==> config.mk <==
export PLATFORM = sky130hd
export DESIGN_NAME = chip8_alu_seq
export DESIGN_NICKNAME = d
export VERILOG_FILES = /design/src/rtl/chip8_alu_seq.sv
export SDC_FILE = /design/constraint.sdc
export NUM_CORES = 1
export LEC_CHECK = 0
export ABC_AREA = 0
export BUFFER_PORTS_ARGS = -buffer_cell sky130_fd_sc_hd__buf_4
export CORE_ASPECT_RATIO = 1.1
export CORE_UTILIZATION = 26
export CTS_CLUSTER_SIZE = 10
export DETAILED_ROUTE_END_ITERATION = 8
export PLACE_DENSITY = 0.39
export SYNTH_ARGS = -nofsm -noshare
export SYNTH_HDL_FRONTEND = slang
export SYNTH_SLANG_ARGS = --single-unit
==> constraint.sdc <==
create_clock -name clk -period 4.1 [get_ports clk]
set_input_delay 0.205 -clock clk [delete_from_list [all_inputs] [get_ports clk]]
set_output_delay 0.205 -clock clk [all_outputs]
set_load 0.03 [all_outputs]
==> src/rtl/chip8_alu_seq.sv <==
// CHIP8 8XYN sequencer: owns V0-VF, drives a registered ALU stage and writes
// back Vy (shifts), Vx and VF in Y -> X -> F order so later writes win.
module chip8_alu_seq #(
   parameter int ALU_LAT = 1
) (
   input  logic        clk,
   input  logic        rst_n,
   input  logic        instr_valid,
   output logic        instr_ready,
   input  logic [15:0] instr,
   output logic        done,
   output logic        err,
   output logic        busy,
   output logic [7:0]  alu_op1,
   output logic [7:0]  alu_op2,
   output logic [3:0]  alu_opcode,
   input  logic [7:0]  alu_out,
   input  logic        alu_carry,
   input  logic        alu_err,
   input  logic        ext_we,
   input  logic [3:0]  ext_addr,
   input  logic [7:0]  ext_wdata,
   input  logic [3:0]  dbg_addr,
   output logic [7:0]  dbg_data
);

   typedef enum logic [2:0] {
      IDLE, ISSUE, WAIT, CAPTURE, WB_Y, WB_X, WB_F
   } state_t;

   // ISSUE already covers one ALU cycle; WAIT supplies the remaining ones.
   localparam logic [7:0] WAIT_LAST = 8'(ALU_LAT > 1 ? ALU_LAT - 2 : 0);

   state_t      state, next_state;
   logic [7:0]  regs [16];
   logic [3:0]  x, y, n;
   logic [7:0]  res;
   logic        flag;
   logic [7:0]  wait_cnt;

   logic        accept, is_8xy, ext_ok, has_flag, is_shift;
   logic        wr_x, wr_y, wr_f;
   logic        retire, retire_err;
   logic [7:0]  op1_src, op2_src;

   assign accept   = (state == IDLE) && instr_valid;
   assign is_8xy   = (instr[15:12] == 4'h8);
   assign ext_ok   = ext_we && !busy;
   assign has_flag = (n == 4'h4) || (n == 4'h5) || (n == 4'h6) || (n == 4'h7) || (n == 4'hE);
   assign is_shift = (n == 4'h6) || (n == 4'hE);
   assign dbg_data = regs[dbg_addr];

   // An external write in the accepting cycle is forwarded into the operands.
   assign op1_src = (ext_ok && ext_addr == instr[11:8]) ? ext_wdata : regs[instr[11:8]];
   assign op2_src = (ext_ok && ext_addr == instr[7:4])  ? ext_wdata : regs[instr[7:4]];

   always_ff @(posedge clk or negedge rst_n) begin
      if (!rst_n) begin
         state <= IDLE;
      end else begin
         // NOTE: sequential state is always updated with non-blocking assignments
         // so every flop samples pre-edge values regardless of block ordering.
         state <= next_state;
      end
   end

   always_comb begin
      // NOTE: default first so no path through the case leaves next_state
      // unassigned, which would infer a latch.
      next_state = state;
      case (state)
         IDLE:    if (instr_valid && is_8xy) next_state = ISSUE;
         ISSUE:   next_state = (ALU_LAT > 1) ? WAIT : CAPTURE;
         WAIT:    if (wait_cnt == WAIT_LAST) next_state = CAPTURE;
         CAPTURE: begin
            if (alu_err)       next_state = IDLE;
            else if (is_shift) next_state = WB_Y;
            else               next_state = WB_X;
         end
         WB_Y:    next_state = WB_X;
         WB_X:    next_state = has_flag ? WB_F : IDLE;
         WB_F:    next_state = IDLE;
         default: next_state = IDLE;
      endcase
   end

   always_comb begin
      instr_ready = 1'b0;
      busy        = 1'b1;
      wr_y        = 1'b0;
      wr_x        = 1'b0;
      wr_f        = 1'b0;
      case (state)
         IDLE: begin
            instr_ready = 1'b1;
            busy        = 1'b0;
         end
         WB_Y:    wr_y = 1'b1;
         WB_X:    wr_x = 1'b1;
         WB_F:    wr_f = 1'b1;
         default: ;
      endcase
   end

   assign retire_err = (accept && !is_8xy) || (state == CAPTURE && alu_err);
   assign retire     = retire_err || (state == WB_X && !has_flag) || (state == WB_F);

   always_ff @(posedge clk or negedge rst_n) begin
      if (!rst_n) begin
         x          <= '0;
         y          <= '0;
         n          <= '0;
         res        <= '0;
         flag       <= 1'b0;
         wait_cnt   <= '0;
         alu_op1    <= '0;
         alu_op2    <= '0;
         alu_opcode <= '0;
         done       <= 1'b0;
         err        <= 1'b0;
      end else begin
         done <= retire;
         err  <= retire_err;
         wait_cnt <= (state == WAIT) ? wait_cnt + 8'd1 : 8'd0;
         if (accept) begin
            x <= instr[11:8];
            y <= instr[7:4];
            n <= instr[3:0];
         end
         if (accept && is_8xy) begin
            alu_op1    <= op1_src;
            alu_op2    <= op2_src;
            alu_opcode <= instr[3:0];
         end
         if (state == CAPTURE) begin
            res  <= alu_out;
            flag <= alu_carry;
         end
      end
   end

   // NOTE: the register file is reset explicitly because V0-VF must read zero
   // after reset; this keeps it in flops rather than a RAM macro.
   always_ff @(posedge clk or negedge rst_n) begin
      if (!rst_n) begin
         for (int i = 0; i < 16; i++) regs[i] <= '0;
      end else begin
         if (ext_ok) regs[ext_addr] <= ext_wdata;
         if (wr_y)   regs[y]        <= res;
         if (wr_x)   regs[x]        <= res;
         if (wr_f)   regs[15]       <= {7'b0, flag};
      end
   end

endmodule

# --- After elaboration in Yosys (flattened, before gate mapping) ---
# Index checks and enable logic that the tools add are counted.
# Widths: inputs -> output; s select.
word_totals:
  reg_bits: 182
  input_bits: 46
  out_inout_bits: 32
  elab_cells: 121
classes:
  n_addsub: 1
  magnitude_cmp: 9
  n_eq_ne: 16
  mux: 36
  bitwise: 6
  n_reduce_logical: 25
op_table:
  columns: ["op", "n"]
  rows:
  - ["$bwmux 128", 3]
  - ["$mux 128", 3]
  - ["$mux 8", 13]
  - ["$bmux 8 s4", 3]
  - ["$demux 8 s4", 3]
  - ["$ge 5x5->1 const B", 6]
  - ["$not 4->5", 6]
  - ["$pmux 3 s6", 1]
  - ["$eq 4x3->1 const B", 4]
  - ["$lt 5x1->1 const B", 3]
  - ["$logic_and 1x1->1", 12]
  - ["$mux 3", 4]
  - ["$eq 3x3->1 const B", 3]
  - ["$add 8x1->8 const B", 1]
  - ["$eq 4x4->1", 2]
  - ["$eq 4x4->1 const B", 2]
  - ["$logic_not 8->1", 1]
  - ["$logic_or 1x1->1", 8]
  - ["$eq 3x2->1 const B", 2]
  - ["$mux 1", 6]
  - ["$eq 3x1->1 const B", 1]
  - ["$logic_not 3->1", 1]
  - ["$logic_not 1->1", 2]
  - ["$ne 2x1->1 const B", 1]
  - ["other kinds (2)", 2]

# --- Depth between registers and ports, before layout ---
logic_depth:
  depth_word: 12
  mapped_depth: 7
  ltp_nobuf: 6

# --- Worst setup path after synthesis ---
# OpenSTA, ideal clock, no wires.
synth_timing:
  path_kind: "flip-flop to flip-flop"
  startpoint: "register state[2]"
  endpoint: "register regs[0] (netlist bit)"
  setup_time_ns: 0.126
  t_arrival_ns: 2.296
  required_ns: 3.974
  slack_ns: 1.678
  path_stages_with_launch: 7
  n_path_buf: 2
  synth_period_minus_slack_ns: 2.422
  path_cell_list: "dfrtp_1 > buf_6 > or4b_4 > buf_6 > nor3_4 > mux2_2 > a311o_1"
synth_via:
  elab_chain_cells: 8
  elab_cells_between_ends: 14
  classes_between: "eq/ne: 3; mux: 9; reduce/logical: 2"
synth_rtl:
  columns: ["item", "line_no", "source"]
  rows:
  - ["start, declared", "34", "state_t state, next_state;"]
  - ["start signal, assigned", "63", "state <= next_state;"]
  - ["$logic_not 3->1", "93", "case (state)"]
  - ["$logic_and 1x1->1", "48", "assign ext_ok = ext_we && !busy;"]
  - ["$mux 128", "148", "if (ext_ok) regs[ext_addr] <= ext_wdata;"]
  - ["$bwmux 128", "149", "if (wr_y) regs[y] <= res;"]
  - ["$mux 128", "149", null]
  - ["$bwmux 128", "150", "if (wr_x) regs[x] <= res;"]
  - ["$mux 128", "150", null]
  - ["$mux 8 *", "151", "if (wr_f) regs[15] <= {7'b0, flag};"]
  - ["end signal, assigned by index", "148", null]
  - ["end signal, assigned by index", "149", null]
  - ["end signal, assigned by index", "150", null]
  - ["end, declared", "35", "logic [7:0] regs [16];"]
# Mark *: on every way between the ends. The rest lies on a longest branch, timed or not.
# A chain may end at the register's enable or synchronous reset.

# --- Final worst setup path ---
layout_timing:
  startpoint: "register state[1]"
  endpoint: "register regs[47] (netlist bit)"
layout_via:
  elab_chain_cells: 7
  elab_cells_between_ends: 11
  classes_between: "eq/ne: 2; mux: 7; reduce/logical: 2"
layout_rtl:
  columns: ["item", "line_no"]
  rows:
  - ["$logic_not 3->1", "93"]
  - ["$logic_and 1x1->1", "48"]
  - ["$mux 128", "148"]
  - ["$bwmux 128", "149"]
  - ["$mux 128", "149"]
  - ["$bwmux 128", "150"]
  - ["$mux 128 *", "150"]
# Marked as above.

==> metrics.md <==
| Metric | Value |
|---|---|
| Status | finished, violations left |
| Violations in the final reports | DRC |
| Critical setup path kind | reg2reg |
| Clk pwr share | 0.212 |
| Layout cells sized above 1 | 0.501 |
| Top cell by count, worst path | mux2_2 |
| Lkg Pwr | 5.82 nW |
| Synth Area per Inst | 13.5 µm² |
| Cell Rows | 82 |
| Clock sinks | 182 |
| Hold Path Depth | 2 |
| Post-synthesis async set-or-reset flop share | 1.00 |
| FF-to-FF Start | state[1]$_DFFE_PN0P_ |
| Synth warnings | 0 |
| Hpwl dp | 29.7 mm |
| Cts bufs inserted | 17 |
| CP Capture Type | register |
| Endpoint, Worst Hold | y[1]$_DFFE_PN0P_ |
| Max-Cap Viols | 0 |
| Worst EP arrival | 3.26 ns |
| Final Hold Viols | 0 |
| Cts hold-fix bufs | 15 |
| Synth top area cells | dfrtp_1, mux2_2, mux4_2 |
| Cell with the most instances after synthesis | mux2_2 |
| Area Overhead vs Synth | 16.3% |
| Worst path bufs/invs | 1 |
| Overall die height | 227 µm |
| Synthesized instance count | 888 |
| Clock Skews | 0.0123 ns |
| Core area | 45600 µm² |
| Htree depth | 4 |
| First-pass GRT wire length | 64.3 mm |
| I/O Pins | 78 |
| RSZ-0062 raised after global routing | no |
| Drt initial violations | 586 |
| CP Max Fanout | 14 |
| Area share of the largest cell type after synthesis | 0.380 |
| Max Slew Vio Count | 0 |
| Post-DR vias/cell | 5.43 |
| Setup Buffers After CTS | 0 |
| Relative slew margins | 0.0967 |
| Critical-path cell list | nor4b_2 -> buf_4 -> nand4_1 -> mux2_2 -> mux2_2 |
| CP delay by family, top | simple AND/OR/NAND/NOR gates |
| Buffers on Ports | 77 |
| Initial Util | 0.263 |
| Leading area contributor after synthesis | dfrtp_1 |
| Diode count | 0 |
| Pre-Repair DR Iteration Count | 7 |
| CTS max path bufs | 2 |
| Slew @ Worst Pin | 1.35 ns |
| Synthesized flop and latch total | 182 |
| Setup-failing EPs final | 0 |
| Crit path launch type | register |
| Syn nets | 936 |
| # fillers | 4644 |
| Final instance area | 13900 µm² |
| Worst path required time | 4.45 ns |
| CTS tree | yes |
| Worst r2r dst | regs[47]$_DFF_PN0_ |
| Placed Area | 13100 µm² |
| CTS root buf | clkbuf_16 |
| R2R cell count | 5 |
| Cell Area, Synth | 12000 µm² |
| Final std cells w/o fill | 1544 |
| Global route overflow | 0 |
| Routed len/inst | 28.9 µm |
| Post-CTS sizing | 0 |
| Worst Hold Margin | 0.0393 ns |
| Routed wire length | 44.6 mm |
| Drc violations | 9 |
| Worst path slowest cell | nand4_1 |
| Placed cell count | 1497 |
| Total GRT Usage | 0.197 |
| Post-Route Setup TNS | 0 ns |
| Post-synth top flop | dfrtp_1 |
| Start point of the worst hold path | instr[5] |
| Hold/Removal Path Class | in2reg |
| Switch share | 0.367 |
| Sw power | 0.00323 W |
| Via Count | 8379 |
| Sequential Power Share | 0.405 |
| Post-synth EDFFs | 0 |
| Die W | 207 µm |
| Clk slew on worst S/H paths | 0.07 ns |
| Pwr per Cell Area | 631 nW/µm² |
| Peak supply drop | 0.235 mV |
| F_max | 343 MHz |
| Clk Latency, worst-skew pair | 0.47 ns |
| Core Util, Final | 0.306 |
| Number of global-route vias before repair | 8502 |
| Int Pwr | 0.00556 W |
| GP Congestion | 0.794 |
| Final net count | 991 |
| Initial antenna violation count | 0 |
| Netlist cell types | 49 |
| Routed Antenna Nets | 0 |
| Combinational share of power | 0.383 |
| Reg2Reg Setup Slack | 1.19 ns |
| Synth top cells by count | mux2_2, dfrtp_1, mux4_2 |
| Largest net degree at the start of global routing | 131 |
| Die footprint | 46900 µm² |
| Post-synthesis sequential area ratio | 0.380 |
| Largest stage delay, worst path | 0.83 ns |
| Fin crit period | 2.91 ns |
| Tcrit/Tclk final | 0.710 |
[flip-flops by register name (all words and copies together) (netlist names)]
name and flops:
alu_op2 8, res 8, alu_opcode 4, wait_cnt 8, regs 128, state 3
y 4, flag 1, n 4, done 1, x 4, err 1
alu_op1 8
[layout make-up]
| class | count | area [µm²] | share of cell area |
|---|---|---|---|
| Multi-Input combinational cell | 613 | 7050 | 0.506 |
| Sequential cell | 182 | 4550 | 0.327 |
| Timing Repair Buffer | 107 | 860 | 0.0617 |
| Tap cell | 588 | 736 | 0.0528 |
| Clock buffer | 22 | 474 | 0.0340 |
| Clock inverter | 10 | 168 | 0.0120 |
| Inverter | 22 | 82.6 | 0.00593 |
[placed cells by master, fill, tap and decap left out, types with 3 or more instances in the layout]
cell and count:
nand2_1 25, clkbuf_16 17, dfrtp_1 182, a22o_1 32, nand3_1 7, and3_1 3, nand4_1 8, inv_1 22
xor2_1 13, nand4b_1 3, mux4_2 104, nor2b_1 12, dlygate4sd3_1 15, clkbuf_8 4, o221ai_1 16, mux2_2 232
nor3_1 6, buf_4 90, a21oi_1 12, a22oi_2 8, a211oi_1 7, clkinvlp_4 4, and2_1 5, mux2i_1 37
nor4b_4 5, a22oi_1 4, bufinv_16 4, nor2_1 37, o21ai_0 6, nor4_1 4
[cell families (layout without fill, tap and decap cells)]
| group | after synthesis | after routing | share of synthesized area |
|---|---|---|---|
| fa+ha+maj | 2 | 2 | 0.00209 |
| flops | 182 | 182 | 0.380 |
| simple gates | 129 | 129 | 0.0665 |
| mux | 374 | 374 | 0.446 |
| xor+xnor | 14 | 14 | 0.0102 |
| buf+inv | 93 | 161 | 0.0314 |
| compound gates | 94 | 94 | 0.0638 |
[power by group through the flow]
| stage | Sequential (W) | Clock (W) | Combinational [W] |
|---|---|---|---|
| 6_report | 0.00355 | 0.00186 | 0.00337 |
| 5_1_grt | 0.00369 | 0.00198 | 0.00361 |
| 3_3_place_gp | 0.00356 | 0 | 0.00335 |
| 4_1_cts | 0.00355 | 0.00193 | 0.00340 |
| 3_5_place_dp | 0.00358 | 0 | 0.00338 |
| 2_1_floorplan | 0.00316 | 0 | 0.00258 |
[stage by stage]
| step | setup slack [ns] | total power (W) |
|---|---|---|
| after floorplan | 1.68 | 0.00574 |
| after global placement | 1.27 | 0.00691 |
| after detailed placement | 1.26 | 0.00696 |
| after CTS | 1.23 | 0.00888 |
| after global routing | 1.04 | 0.00928 |
| final | 1.19 | 0.00878 |
[worst max-delay path by stage]
stage	start	to	depth (start not counted)
6_report	state[1]$_DFFE_PN0P_	regs[47]$_DFF_PN0_	5
3_3_place_gp	state[1]$_DFFE_PN0P_	regs[34]$_DFF_PN0_	5
3_5_place_dp	state[1]$_DFFE_PN0P_	regs[98]$_DFF_PN0_	5
4_1_cts	state[1]$_DFFE_PN0P_	regs[98]$_DFF_PN0_	5
2_1_floorplan	state[2]$_DFFE_PN0P_	regs[0]$_DFF_PN0_	6
5_1_grt	state[1]$_DFFE_PN0P_	regs[47]$_DFF_PN0_	5
[layer usage]
| metal | track usage | vias to the layer above | wire (µm) | part of all wire |
|---|---|---|---|---|
| li1 | - | 3594 | - | - |
| met1 | 0.266 | 4496 | 20100 | 0.45 |
| met2 | 0.324 | 252 | 21700 | 0.49 |
| met3 | 0.0298 | 37 | 1980 | 0.044 |
| met4 | 0.0602 | 0 | 872 | 0.020 |
| met5 | 0 | - | 0 | 0 |
Note: power is estimated with default switching activity, not from simulation.
